### src/rtl/sdc_pkg.sv
`default_nettype none
// ============================================================================
//  Module      : sdc_pkg
//  Description : Shared types and defaults for the SD card write sequencer.
//  Revision    : 1.0 - initial release
// ============================================================================
package sdc_pkg;

    // Sequencer FSM encoding (3-bit)
    typedef enum logic [2:0] {
        ST_IDLE      = 3'd0,
        ST_PREFETCH  = 3'd1,
        ST_STREAM    = 3'd2,
        ST_WAIT_BUSY = 3'd3,
        ST_CARD_BUSY = 3'd4,
        ST_FINISH    = 3'd5
    } sdc_state_t;

    localparam int c_BLOCK_BYTES_DEF  = 512;
    localparam int c_BUSY_TIMEOUT_DEF = 1 << 20;

endpackage
`default_nettype wire

### src/rtl/sdc_prefetch_q.sv
`default_nettype none
// ============================================================================
//  Module      : sdc_prefetch_q
//  Description : Two-entry byte queue between the sector buffer read port and
//                the transmitter byte stream. Push and pop in the same cycle
//                leave the occupancy unchanged.
//  Revision    : 1.0 - initial release
// ============================================================================
module sdc_prefetch_q (
    input  logic       clk,
    input  logic       rst,
    input  logic       i_push,
    input  logic [7:0] i_data,
    input  logic       i_pop,
    output logic [7:0] o_head,
    output logic [1:0] o_count
);

    logic [7:0] r_mem [2];
    logic       r_wr;
    logic       r_rd;
    logic [1:0] r_count;
    logic       w_push;
    logic       w_pop;

    // A pop on an empty queue and a push into a full one (without pop) are ignored
    assign w_pop  = i_pop && (r_count != 2'd0);
    assign w_push = i_push && ((r_count != 2'd2) || w_pop);

    // Storage, pointers and occupancy
    always_ff @(posedge clk or posedge rst) begin
        if (rst) begin
            r_mem[0] <= 8'h00;
            r_mem[1] <= 8'h00;
            r_wr     <= 1'b0;
            r_rd     <= 1'b0;
            r_count  <= 2'd0;
        end else begin
            if (w_push) begin
                r_mem[r_wr] <= i_data;
                r_wr        <= ~r_wr;
            end
            if (w_pop) begin
                r_rd <= ~r_rd;
            end
            case ({w_push, w_pop})
                2'b10:   r_count <= r_count + 2'd1;
                2'b01:   r_count <= r_count - 2'd1;
                default: r_count <= r_count;
            endcase
        end
    end

    assign o_head  = r_mem[r_rd];
    assign o_count = r_count;

endmodule
`default_nettype wire

### src/rtl/sdc_write_sequencer.sv
`default_nettype none
// ============================================================================
//  Module      : sdc_write_sequencer
//  Description : Multi-block write sequencer for the SD data-line transmitter.
//                Streams sector-buffer bytes gap-free, tags block ends, tracks
//                card busy between blocks and reports done/abort/timeout.
//                Optional macro SDC_WRSEQ_STATS_EN adds the busyCycles counter.
//  Revision    : 1.0 - initial release
// ============================================================================
module sdc_write_sequencer
    import sdc_pkg::*;
#(
    parameter int ADDR_W       = 12,
    parameter int BLOCK_BYTES  = c_BLOCK_BYTES_DEF,
    parameter int BUSY_TIMEOUT = c_BUSY_TIMEOUT_DEF
) (
    input  logic              clk,
    input  logic              rst,
    input  logic              start,
    input  logic [ADDR_W-1:0] startAddr,
    input  logic [15:0]       blockCount,
    input  logic              abort,
    output logic [ADDR_W-1:0] bufAddr,
    output logic              bufRd,
    input  logic [7:0]        bufData,
    output logic [7:0]        txData,
    output logic              txValid,
    output logic              txLast,
    input  logic              txReady,
    input  logic              txWaiting,
    output logic              busy,
    output logic              done,
    output logic              aborted,
    output logic              timeout,
    output logic [15:0]       blocksDone
`ifdef SDC_WRSEQ_STATS_EN
    ,
    output logic [31:0]       busyCycles
`endif
);

    localparam int c_CNT_W = $clog2(BLOCK_BYTES) + 1;
    localparam int c_TMO_W = $clog2(BUSY_TIMEOUT + 1);

    sdc_state_t          r_state;
    sdc_state_t          w_next;
    logic [ADDR_W-1:0]   r_addr;
    logic [15:0]         r_count;
    logic [15:0]         r_blocksDone;
    logic                r_aborted;
    logic                r_timeout;
    logic [c_CNT_W-1:0]  r_rdCnt;
    logic [c_CNT_W-1:0]  r_popCnt;
    logic [1:0]          r_pfCnt;
    logic                r_rdPend;
    logic [c_TMO_W-1:0]  r_tmo;

    logic                w_stream;
    logic                w_pop;
    logic                w_rd;
    logic                w_lastByte;
    logic                w_busyPhase;
    logic                w_tmoHit;
    logic                w_release;
    logic [15:0]         w_nextBlocks;
    logic                w_finalBlk;
    logic [7:0]          w_qHead;
    logic [1:0]          w_qCount;

    assign w_stream     = (r_state == ST_STREAM);
    assign w_pop        = w_stream && txReady;
    assign w_lastByte   = (r_popCnt == c_CNT_W'(BLOCK_BYTES - 1));
    assign w_busyPhase  = (r_state == ST_WAIT_BUSY) || (r_state == ST_CARD_BUSY);
    assign w_tmoHit     = w_busyPhase && (r_tmo == c_TMO_W'(BUSY_TIMEOUT - 1));
    assign w_release    = (r_state == ST_CARD_BUSY) && !txWaiting && !w_tmoHit;
    assign w_nextBlocks = r_blocksDone + 16'd1;
    assign w_finalBlk   = (w_nextBlocks == r_count);

    // Buffer reads: two to fill the queue, then one per popped byte until the block is fully fetched
    always_comb begin
        w_rd = 1'b0;
        if (r_state == ST_PREFETCH) begin
            w_rd = (r_pfCnt != 2'd2);
        end else if (w_stream) begin
            w_rd = w_pop && (r_rdCnt != c_CNT_W'(BLOCK_BYTES));
        end
    end

    sdc_prefetch_q u_q (
        .clk     (clk),
        .rst     (rst),
        .i_push  (r_rdPend),
        .i_data  (bufData),
        .i_pop   (w_pop),
        .o_head  (w_qHead),
        .o_count (w_qCount)
    );

    // Next-state logic; timeout takes priority over busy handshake progress
    always_comb begin
        w_next = r_state;
        case (r_state)
            ST_IDLE: begin
                if (start) begin
                    w_next = (blockCount == 16'd0) ? ST_FINISH : ST_PREFETCH;
                end
            end
            ST_PREFETCH: begin
                if (r_rdPend && (w_qCount == 2'd1)) begin
                    w_next = ST_STREAM;
                end
            end
            ST_STREAM: begin
                if (w_pop && w_lastByte) begin
                    w_next = ST_WAIT_BUSY;
                end
            end
            ST_WAIT_BUSY: begin
                if (w_tmoHit) begin
                    w_next = ST_FINISH;
                end else if (txWaiting) begin
                    w_next = ST_CARD_BUSY;
                end
            end
            ST_CARD_BUSY: begin
                if (w_tmoHit) begin
                    w_next = ST_FINISH;
                end else if (!txWaiting) begin
                    w_next = (w_finalBlk || abort) ? ST_FINISH : ST_PREFETCH;
                end
            end
            ST_FINISH: begin
                w_next = ST_IDLE;
            end
            default: begin
                w_next = ST_IDLE;
            end
        endcase
    end

    // State register and read-pipeline tracking
    always_ff @(posedge clk or posedge rst) begin
        if (rst) begin
            r_state  <= ST_IDLE;
            r_rdPend <= 1'b0;
        end else begin
            r_state  <= w_next;
            r_rdPend <= w_rd;
        end
    end

    // Address, per-block byte counters and busy-phase timeout counter
    always_ff @(posedge clk or posedge rst) begin
        if (rst) begin
            r_addr   <= '0;
            r_count  <= 16'd0;
            r_rdCnt  <= '0;
            r_popCnt <= '0;
            r_pfCnt  <= 2'd0;
            r_tmo    <= '0;
        end else begin
            if ((r_state == ST_IDLE) && start) begin
                r_addr  <= startAddr;
                r_count <= blockCount;
            end else if (w_rd) begin
                r_addr <= r_addr + 1'b1;
            end

            if (w_pop && w_lastByte) begin
                r_rdCnt  <= '0;
                r_popCnt <= '0;
            end else begin
                if (w_rd) begin
                    r_rdCnt <= r_rdCnt + 1'b1;
                end
                if (w_pop) begin
                    r_popCnt <= r_popCnt + 1'b1;
                end
            end

            if (((r_state == ST_IDLE) && start) || w_release) begin
                r_pfCnt <= 2'd0;
            end else if ((r_state == ST_PREFETCH) && w_rd) begin
                r_pfCnt <= r_pfCnt + 2'd1;
            end

            if (w_pop && w_lastByte) begin
                r_tmo <= '0;
            end else if (w_busyPhase) begin
                r_tmo <= r_tmo + 1'b1;
            end
        end
    end

    // Operation status: cleared on start, updated at block boundaries and on timeout
    always_ff @(posedge clk or posedge rst) begin
        if (rst) begin
            r_blocksDone <= 16'd0;
            r_aborted    <= 1'b0;
            r_timeout    <= 1'b0;
        end else if ((r_state == ST_IDLE) && start) begin
            r_blocksDone <= 16'd0;
            r_aborted    <= 1'b0;
            r_timeout    <= 1'b0;
        end else if (w_tmoHit) begin
            r_timeout <= 1'b1;
        end else if (w_release) begin
            r_blocksDone <= w_nextBlocks;
            r_aborted    <= abort && !w_finalBlk;
        end
    end

`ifdef SDC_WRSEQ_STATS_EN
    logic [31:0] r_busyCycles;

    // Saturating count of cycles spent in card busy during the operation
    always_ff @(posedge clk or posedge rst) begin
        if (rst) begin
            r_busyCycles <= 32'd0;
        end else if ((r_state == ST_IDLE) && start) begin
            r_busyCycles <= 32'd0;
        end else if ((r_state == ST_CARD_BUSY) && (r_busyCycles != 32'hFFFF_FFFF)) begin
            r_busyCycles <= r_busyCycles + 32'd1;
        end
    end

    assign busyCycles = r_busyCycles;
`endif

    assign bufAddr    = r_addr;
    assign bufRd      = w_rd;
    assign txValid    = w_stream;
    assign txLast     = w_stream && w_lastByte;
    assign txData     = w_stream ? w_qHead : 8'h00;
    assign busy       = (r_state != ST_IDLE);
    assign done       = (r_state == ST_FINISH);
    assign aborted    = r_aborted;
    assign timeout    = r_timeout;
    assign blocksDone = r_blocksDone;

endmodule
`default_nettype wire

### config.mk
export PLATFORM = sky130hd
export DESIGN_NAME = sdc_write_sequencer
export DESIGN_NICKNAME = d
export VERILOG_FILES = /design/src/rtl/sdc_pkg.sv /design/src/rtl/sdc_prefetch_q.sv /design/src/rtl/sdc_write_sequencer.sv
export SDC_FILE = /design/constraint.sdc
export NUM_CORES = 1
export LEC_CHECK = 0
export CORE_AREA = 2 2 121 123
export CTS_BUF_LIST = sky130_fd_sc_hd__clkbuf_4 sky130_fd_sc_hd__clkbuf_8 sky130_fd_sc_hd__clkbuf_16
export DETAILED_ROUTE_END_ITERATION = 10
export DIE_AREA = 0 0 123 125
export HOLD_SLACK_MARGIN = 0.1
export PLACE_DENSITY = 0.68
export SLEW_MARGIN = 20
export SYNTH_ARGS = -nofsm -noshare
export SYNTH_HDL_FRONTEND = slang
export SYNTH_SLANG_ARGS = --single-unit
export TNS_END_PERCENT = 5
### constraint.sdc
create_clock -name clk -period 5.2 [get_ports clk]
set_input_delay 1.04 -clock clk [delete_from_list [all_inputs] [get_ports clk]]
set_output_delay 1.04 -clock clk [all_outputs]
set_load 0.02 [all_outputs]
### Yosys cells after proc, flatten, opt, wreduce, memory -nomap -nowiden

Index checks and enable logic that the tools add are counted.

| storage, ports and cells | value |
|---|---|
| flip-flop bits (word level) | 113 |
| latch bits | 0 |
| bits in writable memories | 0 |
| bits in read-only memories | 0 |
| input port bits | 42 |
| output and inout bits | 43 |
| word-level logic and storage cells | 124 |
| memories kept | 0 |

| operators by class | value |
|---|---|
| add/subtract/negate cells | 8 |
| multiply operators | 0 |
| divide/modulo/power cells | 0 |
| magnitude comparators | 3 |
| eq/ne operators | 20 |
| shift-type cells | 0 |
| muxes and demuxes | 38 |
| bitwise logic cells | 4 |
| reduce and logical (&&, ||, !) cells | 35 |

Operators with widths:

| cell | count |
|---|---|
| two-way mux 16 bit | 3 |
| two-way mux 21 bit | 2 |
| two-way mux 10 bit | 4 |
| two-way mux 8 bit | 5 |
| two-way mux 3 bit | 9 |
| two-way mux 12 bit | 2 |
| adder 21 x 1 -> 21 bit (second input constant) | 1 |
| == test 21 x 20 -> 1 bit (second input constant) | 1 |
| adder 10 x 1 -> 10 bit (second input constant) | 2 |
| nonzero test 2 bit | 9 |
| adder 16 x 1 -> 16 bit (second input constant) | 1 |
| bitwise mux 16 bit | 1 |
| == test 16 bit | 1 |
| logical NOT 16 bit | 1 |
| case mux 3 bit (5 select lines) | 1 |
| logical AND 1 bit | 14 |
| adder 12 x 1 -> 12 bit (second input constant) | 1 |
| == test 10 x 9 -> 1 bit (second input constant) | 1 |
| != test 10 bit (second input constant) | 1 |
| demux 8 bit (select 1 bit) | 1 |
| two-way mux 1 bit | 7 |
| == test 3 x 2 -> 1 bit (second input constant) | 2 |
| == test 3 bit (second input constant) | 2 |
| != test 2 x 1 -> 1 bit (second input constant) | 3 |
| 19 further kinds | 33 |

### Logic depth before layout (Yosys ltp)

Gate-level depths: netlist of the first run.

| logic depth | value |
|---|---|
| depth after elaboration | 8 |
| gate-level depth with buffers | 10 |

### Cells and area by module

Synthesis of the first run repeated with hierarchy kept, for this count alone.

| unflattened totals | value |
|---|---|
| cell total of the unflattened synthesis | 651 |
| area, all modules | 6077.1 µm² |

By module, submodules not included:

| module | instances | cells each | area each (µm²) | sequential area each (µm²) |
|---|---|---|---|---|
| sdc_write_sequencer | 1 | 592 | 5183.7 | 2327.2 |
| sdc_prefetch_q | 1 | 59 | 893.4 | 500.5 |

### Worst setup path after synthesis of the first run

OpenSTA, ideal clock, no wires.

| path | value |
|---|---|
| path kind | reg2out |
| from | register r_state[0] |
| to | output txLast |
| data arrival time | 1.857 ns |
| data required time | 4.160 ns |
| slack | 2.303 ns |
| stages on the path, launching flop included | 5 |
| path buffers | 2 |
| path through | dfrtp_1 buf_2 or3b_1 clkbuf_1 nor4_1 |

| between the ends | value |
|---|---|
| word-level cells in the longest chain between the ends | 2 |

Ends and longest elaborated chain:

| what | RTL line | RTL |
|---|---|---|
| start, declared | sdc_write_sequencer.sv:45 | `sdc_state_t r_state;` |
| start signal, assigned | sdc_write_sequencer.sv:147 | `r_state <= w_next;` |
| == test 3 x 2 -> 1 bit | sdc_write_sequencer.sv:70 | `assign w_stream = (r_state == ST_STREAM);` |
| logical AND 1 bit | sdc_write_sequencer.sv:233 | `assign txLast = w_stream && w_lastByte;` |
| end, declared | sdc_write_sequencer.sv:28 | `output logic txLast,` |

No other way between the ends.

### Final worst setup path of the first run

| path | value |
|---|---|
| from | register r_state[1] |
| to | output bufRd |

| between the ends | value |
|---|---|
| word-level cells in the longest chain between the ends | 5 |

Ends and longest elaborated chain:

| what | RTL line | RTL |
|---|---|---|
| == test 3 x 2 -> 1 bit | sdc_write_sequencer.sv:70 |  |
| logical AND 1 bit | sdc_write_sequencer.sv:71 | `assign w_pop = w_stream && txReady;` |
| logical AND 1 bit | sdc_write_sequencer.sv:85 | `w_rd = w_pop && (r_rdCnt != c_CNT_W'(BLOCK_BYTES));` |
| two-way mux 1 bit | sdc_write_sequencer.sv:84 | `end else if (w_stream) begin` |
| two-way mux 1 bit * | sdc_write_sequencer.sv:82 | `if (r_state == ST_PREFETCH) begin` |
| end, declared | sdc_write_sequencer.sv:24 | `output logic bufRd,` |

Every way passes the cells marked *; elsewhere a longest branch is shown, timed or not.

==> results of run 1 <==
## logic make-up (layout without fill, tap and decap cells)
| group | after synthesis | in the layout | share of synthesized area, % |
|---|---|---|---|
| simple gates | 309 | 309 | 24.3 |
| buf+inv | 49 | 136 | 3.56 |
| compound gates | 96 | 96 | 10.1 |
| other cells | 0 | 1 | 0 |
| flops | 113 | 113 | 45.7 |
| xor+xnor | 66 | 66 | 9.34 |
| mux | 27 | 27 | 4.69 |
| fa+ha+maj | 11 | 11 | 2.22 |
## where the power goes
group | switching, uW | internal (uW)
logic | 775 | 671
registers | 339 | 1200
clock network | 390 | 739
total | 1500 | 2610
## layout make-up
cell class                 count  area (sq um)  area share (%)
inverter                      18          70.1           0.909
clock inverter                 7          85.1            1.10
timing repair buffer          88           871            11.3
multi-input combinational    509          3140            40.7
antenna                        1          2.50          0.0325
tap                          184           230            2.99
sequential                   113          2830            36.7
clock buffer                  23           483            6.26
## critical path, delay by kind of cell (launching register included)
kind | cells | cell delay, ns
buffers and inverters | 1 | 0.72
and+or+nand+nor | 2 | 0.88
DFF | 1 | 0.60
AOI/OAI and AO/OA | 1 | 0.49
## state kept, by name (all words and copies together), names as in the netlist
name,count
r_tmo,21
blocksDone,16
r_count,16
u_q.r_mem,16
bufAddr,12
r_popCnt,10
r_rdCnt,10
r_state,3
r_pfCnt,2
u_q.o_count,2
aborted,1
r_rdPend,1
timeout,1
u_q.r_rd,1
u_q.r_wr,1
## metal layers
metal  track usage, %  up-vias  part of all wire [%]
met5                0        -                     0
met4             6.55        0                   1.5
met3             7.12       22                   5.9
met2             30.6      155                    47
met1             26.6     2488                    46
li1                 -     2469                     -
## how the worst min path moves through the flow
stage,endpoint
2_1_floorplan,r_popCnt[9]$_DFFE_PP0P_
3_3_place_gp,r_popCnt[9]$_DFFE_PP0P_
3_5_place_dp,r_popCnt[6]$_DFFE_PP0P_
4_1_cts,r_popCnt[6]$_DFFE_PP0P_
5_1_grt,u_q.r_mem[9]$_DFFE_PP0P_
6_report,r_popCnt[6]$_DFFE_PP0P_
## cell usage after synthesis, types with 2 or more instances
cell type,count,area [sq um]
dfrtp_1,113,2830
nand2_1,108,405
nor2_1,86,323
xnor2_1,36,315
xor2_1,30,263
nand3_1,29,145
o21ai_1,27,135
inv_1,18,67.6
a21oi_1,15,75.1
and3_1,13,81.3
clkbuf_1,13,48.8
mux2_2,12,135
nand4_1,12,75.1
nor3_1,12,60.1
buf_2,11,55.1
ha_1,11,138
mux2i_1,11,110
o21ai_0,11,55.1
o31ai_1,11,82.6
or3_1,8,50.1
and4_1,6,52.6
nor4_1,6,37.5
o22ai_1,5,31.3
a31oi_1,4,25.0
buf_4,4,30.0
mux2_1,4,45.0
a21o_1,3,22.5
and2_1,3,18.8
nand2b_1,3,18.8
nor2b_1,3,18.8
a211oi_1,2,15.0
buf_1,2,7.51
nand3_2,2,20.0
nand3b_1,2,15.0
o211ai_1,2,15.0
o21a_1,2,15.0
o41ai_1,2,17.5
## metrics by stage
step	util, %	instance area (sq um)	hold WS, ns	setup WS, ns
after floorplan	-	6190	0.443	1.17
after global placement	50.3	7140	0.463	1.14
after detailed placement	50.3	7140	0.467	1.13
after CTS	54.3	7710	0.480	1.04
after global routing	54.3	7710	0.505	0.877
final	54.3	7710	0.480	1.05
## layout by cell type, fill, tap and decap left out, drive strengths merged, types with 3 or more instances in the layout
cell type / synthesis / layout
a21o: 3 / 3
a21oi: 15 / 15
a31oi: 5 / 5
and2: 3 / 3
and3: 13 / 13
and4: 6 / 6
buf: 18 / 4
clkbuf: 13 / 23
clkdlybuf4s50: 0 / 84
clkinv: 0 / 5
dfrtp: 113 / 113
ha: 11 / 11
inv: 18 / 18
mux2: 16 / 16
mux2i: 11 / 11
nand2: 108 / 108
nand2b: 3 / 3
nand3: 32 / 32
nand3b: 3 / 3
nand4: 14 / 14
nor2: 86 / 86
nor2b: 3 / 3
nor3: 13 / 13
nor4: 8 / 8
o21ai: 38 / 38
o22ai: 5 / 5
o31ai: 11 / 11
or3: 8 / 8
xnor2: 36 / 36
xor2: 30 / 30
==> reports/qor.txt, run 1 <==
Worst hold path cell count: 1
Initial Utilization: 43.6%
Crit. Startpoint: r_state[1]$_DFFE_PP0P_
Seq/Total Area, Yosys: 45.7%
Worst R2R Start: r_state[2]$_DFFE_PP0P_
Max_slew headroom: 39.8%
Final #Nets: 800
Async SR Flop Fraction: 100%
Initial antenna violation count: 1
Gate Count Post-Synth: 671
DRT Pass-1 Iters: 5
Period Utilization, post-route: 79.9%
FMAX: 241 MHz
Beginning of the worst hold path: r_popCnt[6]$_DFFE_PP0P_
R2r setup slk: 2.08 ns
CP required: 4.16 ns
Routability cong.: 0.847
Area grow syn2layout: 24.6%
Final Critical Period: 4.15 ns
GR Util All Layers: 20.1%
Status: finished clean
Remaining DRCs: 0
Top FF cell, synth: dfrtp_1
Vias in the first global route: 4965
Final Hold Viols: 0
Total clock sinks: 113
Total Power: 4120 uW
CP cell instances: or3b_1, nor2_1, a21o_1, clkdlybuf4s50_1
DRT iter0 DRCs: 378
Hold_buf cts: 0
DR vias: 5134
CP max FO: 15
Wire per inst: 15.3 um
RR Endpoint: blocksDone[11]$_DFFE_PP0P_
Fin cells: 943
Worst-path clk slew: 0.05 ns
Htree depth: 4
Worst-skew pair later-pin latency: 0.42 ns
Slowest stage cell, crit path: clkdlybuf4s50_1
Fill cell count: 1261
Postcts setup bufs: 0
Pins Over Slew Limit: 0
Port Buffers: 84
# rows: 44
Max cap viols: 0
YS warnings: 0
Root Driver: clkbuf_16
Setup violations, final: 0
Die area: 15400 sq um
Skew final: 0.00903 ns
Setup TNS: 0 ns
Layout cells sized above 1: 8.18%
Via-to-Cell Ratio: 5.44
Static Leakage: 0.00322 uW
Worst Hold Class: reg -> reg
Die Width: 123 um
Largest net degree at the start of global routing: 45
Reg2Reg Depth: 7
DP HPWL: 9980 um
CTS Buffer Depth: 2
#FFs+latches synth: 113
TritonCTS clock tree: done
WL final: 14400 um
Mapped Nets: 724
Pwr/cell area: 534 nW/um^2
RSZ-0062 raised after global routing: no
Mapped Area: 6190 sq um
CP endpoint: bufRd
Syn Area/Cell: 9.22 sq um
Core footprint: 14200 sq um
CP Class: reg -> out
Worst Path Arrival: 3.11 ns
Crit end category: primary output
Max VDD drop: 0.337 mV
First-pass GRT wire length: 24300 um
ANT nets after route: 0
Die height: 125 um
Measured slew at the worst slew-check pin: 0.901 ns
Inserted Clock Buffers: 17
Max stage delay on crit path: 0.72 ns
Io pins: 85
Gr ovfl total: 0
Post-synthesis cell type count: 66
Post-CTS sizing: 0
Post-synth EDFFs: 0
CP Launch Type: register
Placed insts: 912
Note: power is estimated with default switching activity, not from simulation.
==> run 2, diff against run 1 <==
PLACE_DENSITY = 0.71   (was 0.68)
clock period = 3.4 ns   (was 5.2 ns; I/O delays follow)
==> run 2 against run 1 <==
  * Clock skew fell by 0.0034 ns
  * Worst setup slack got worse by 0.88 ns
  * Cell count rose by 0.64%
  * Clock-buffer cell count rose by 2
==> reports/qor.txt, run 2 (synthesis results as in run 1) <==
Status: finished clean
Most flops, register: r_tmo
Htree depth: 4
Max_slew headroom: 59.6%
CP required: 2.72 ns
Root Driver: clkbuf_16
Setup TNS: 0 ns
Register area: 2830 sq um
Fin cells: 949
Via-to-Cell Ratio: 5.36
Remaining DRCs: 0
Worst Path Arrival: 2.55 ns
Commonest non-fill, non-tap cell in the layout: dfrtp_1
P_sw: 2270 uW
Pwr/cell area: 809 nW/um^2
Period Utilization, post-route: 94.9%
Die area: 15400 sq um
CTS Buffer Depth: 2
RSZ-0062 raised after global routing: no
Die height: 125 um
Pre-CTS WS: 0.407 ns
Wire per inst: 14.6 um
DRT iter0 DRCs: 425
Sequential Power Share: 36.9%
Multi-input logic area: 3140 sq um
Postcts setup bufs: 0
Io pins: 85
CP max FO: 13
Int Power: 4010 uW
Worst-skew pair later-pin latency: 0.41 ns
Max stage delay on crit path: 0.67 ns
Worst Hold Class: reg -> reg
Die Width: 123 um
Fill cell count: 1289
Ant diodes: 0
Initial Utilization: 43.6%
Switching share of power: 36.2%
Skew final: 0.00565 ns
Initial antenna violation count: 0
M2 GR Usage: 30.0%
# rows: 44
Worst Slack Setup Final: 0.172 ns
Layout cells sized above 1: 9.02%
ANT nets after route: 0
First-pass GRT wire length: 23400 um
Largest net degree at the start of global routing: 114
Crit end category: primary output
Max cap viols: 0
Setup violations, final: 0
Largest register FFs: 21
Pins Over Slew Limit: 0
Commonest non-fill, non-tap cells in the layout: dfrtp_1 (113), nand2_1 (108), nor2_1 (86)
GR Util met1: 25.4%
Routability cong.: 0.821
Port Buffers: 84
GR Util All Layers: 19.0%
Placed insts: 918
Total clock sinks: 113
Gr busiest metal: met2
Core footprint: 14200 sq um
Placed cell area: 7200 sq um
Area grow syn2layout: 25.5%
Post-CTS sizing: 0
DP HPWL: 9670 um
GR met3 Demand/Resource: 5.02%
Slowest stage cell, crit path: clkdlybuf4s50_1
Combinational Power Share: 36.3%
FMAX: 310 MHz
Final #Nets: 806
CP Class: reg -> out
WHS: 0.477 ns
Worst-path clk slew: 0.05 ns
CP Launch Type: register
Part of the power in the clock network: 26.8%
Max VDD drop: 0.471 mV
Gr ovfl total: 0
Worst Path Buf+Inv: 2
CP cell instances: or3b_1, buf_4, nor4_1, clkdlybuf4s50_1
TritonCTS clock tree: done
CP top delay family: buffers and inverters
Hold_buf cts: 0
DRT Pass-1 Iters: 5
Finished layout cell area: 7760 sq um
Inserted Clock Buffers: 17
Measured slew at the worst slew-check pin: 0.601 ns
Final Critical Period: 3.23 ns
WL final: 13900 um
Final Hold Viols: 0
DR vias: 5084
Vias in the first global route: 4958
Static Leakage: 0.00325 uW
run 2: power groups by stage:
stage | registers, uW | clock network, uW | logic [uW]
global placement | 2300 | 0 | 2220
detailed placement | 2330 | 0 | 2290
CTS | 2320 | 1720 | 2310
global route | 2400 | 1780 | 2550
floorplan | 2290 | 0 | 1600
finish | 2320 | 1680 | 2280
run 2: through the flow:
stage	utilization [%]	total power (uW)
after floorplan	-	3890
after global placement	50.7	4520
after detailed placement	50.7	4620
after CTS	54.7	6340
after global routing	54.7	6730
final	54.7	6280
run 2: per-layer routing:
metal,up-vias,share of wire [%]
met5,-,0
met2,127,48
li1,2486,-
met4,0,1.3
met3,16,4.8
met1,2455,46
run 2: cell type report:
type	count	share of cell area, %
timing repair buffer	94	12.0
multi-input combinational	509	40.5
clock inverter	6	0.709
sequential	113	36.4
clock buffer	25	6.58
inverter	18	0.919
tap	184	2.97
run 2: path summary, 6_finish.rpt:
check / start / end / slack, ns / cells past startpoint
worst min-delay path: r_popCnt[6]$_DFFE_PP0P_ / r_popCnt[6]$_DFFE_PP0P_ / 0.48 / 1
worst max-delay path: r_state[2]$_DFFE_PP0P_ / txLast / 0.17 / 4
worst max register to register: blocksDone[0]$_DFFE_PP0P_ / r_state[2]$_DFFE_PP0P_ / 0.75 / 8
min in group asynchronous: rst / bufAddr[5]$_DFFE_PP0P_ / 0.79 / 3
max in group asynchronous: rst / u_q.r_mem[6]$_DFFE_PP0P_ / 2.17 / 3
worst min register to register: r_popCnt[6]$_DFFE_PP0P_ / r_popCnt[6]$_DFFE_PP0P_ / 0.48 / 1
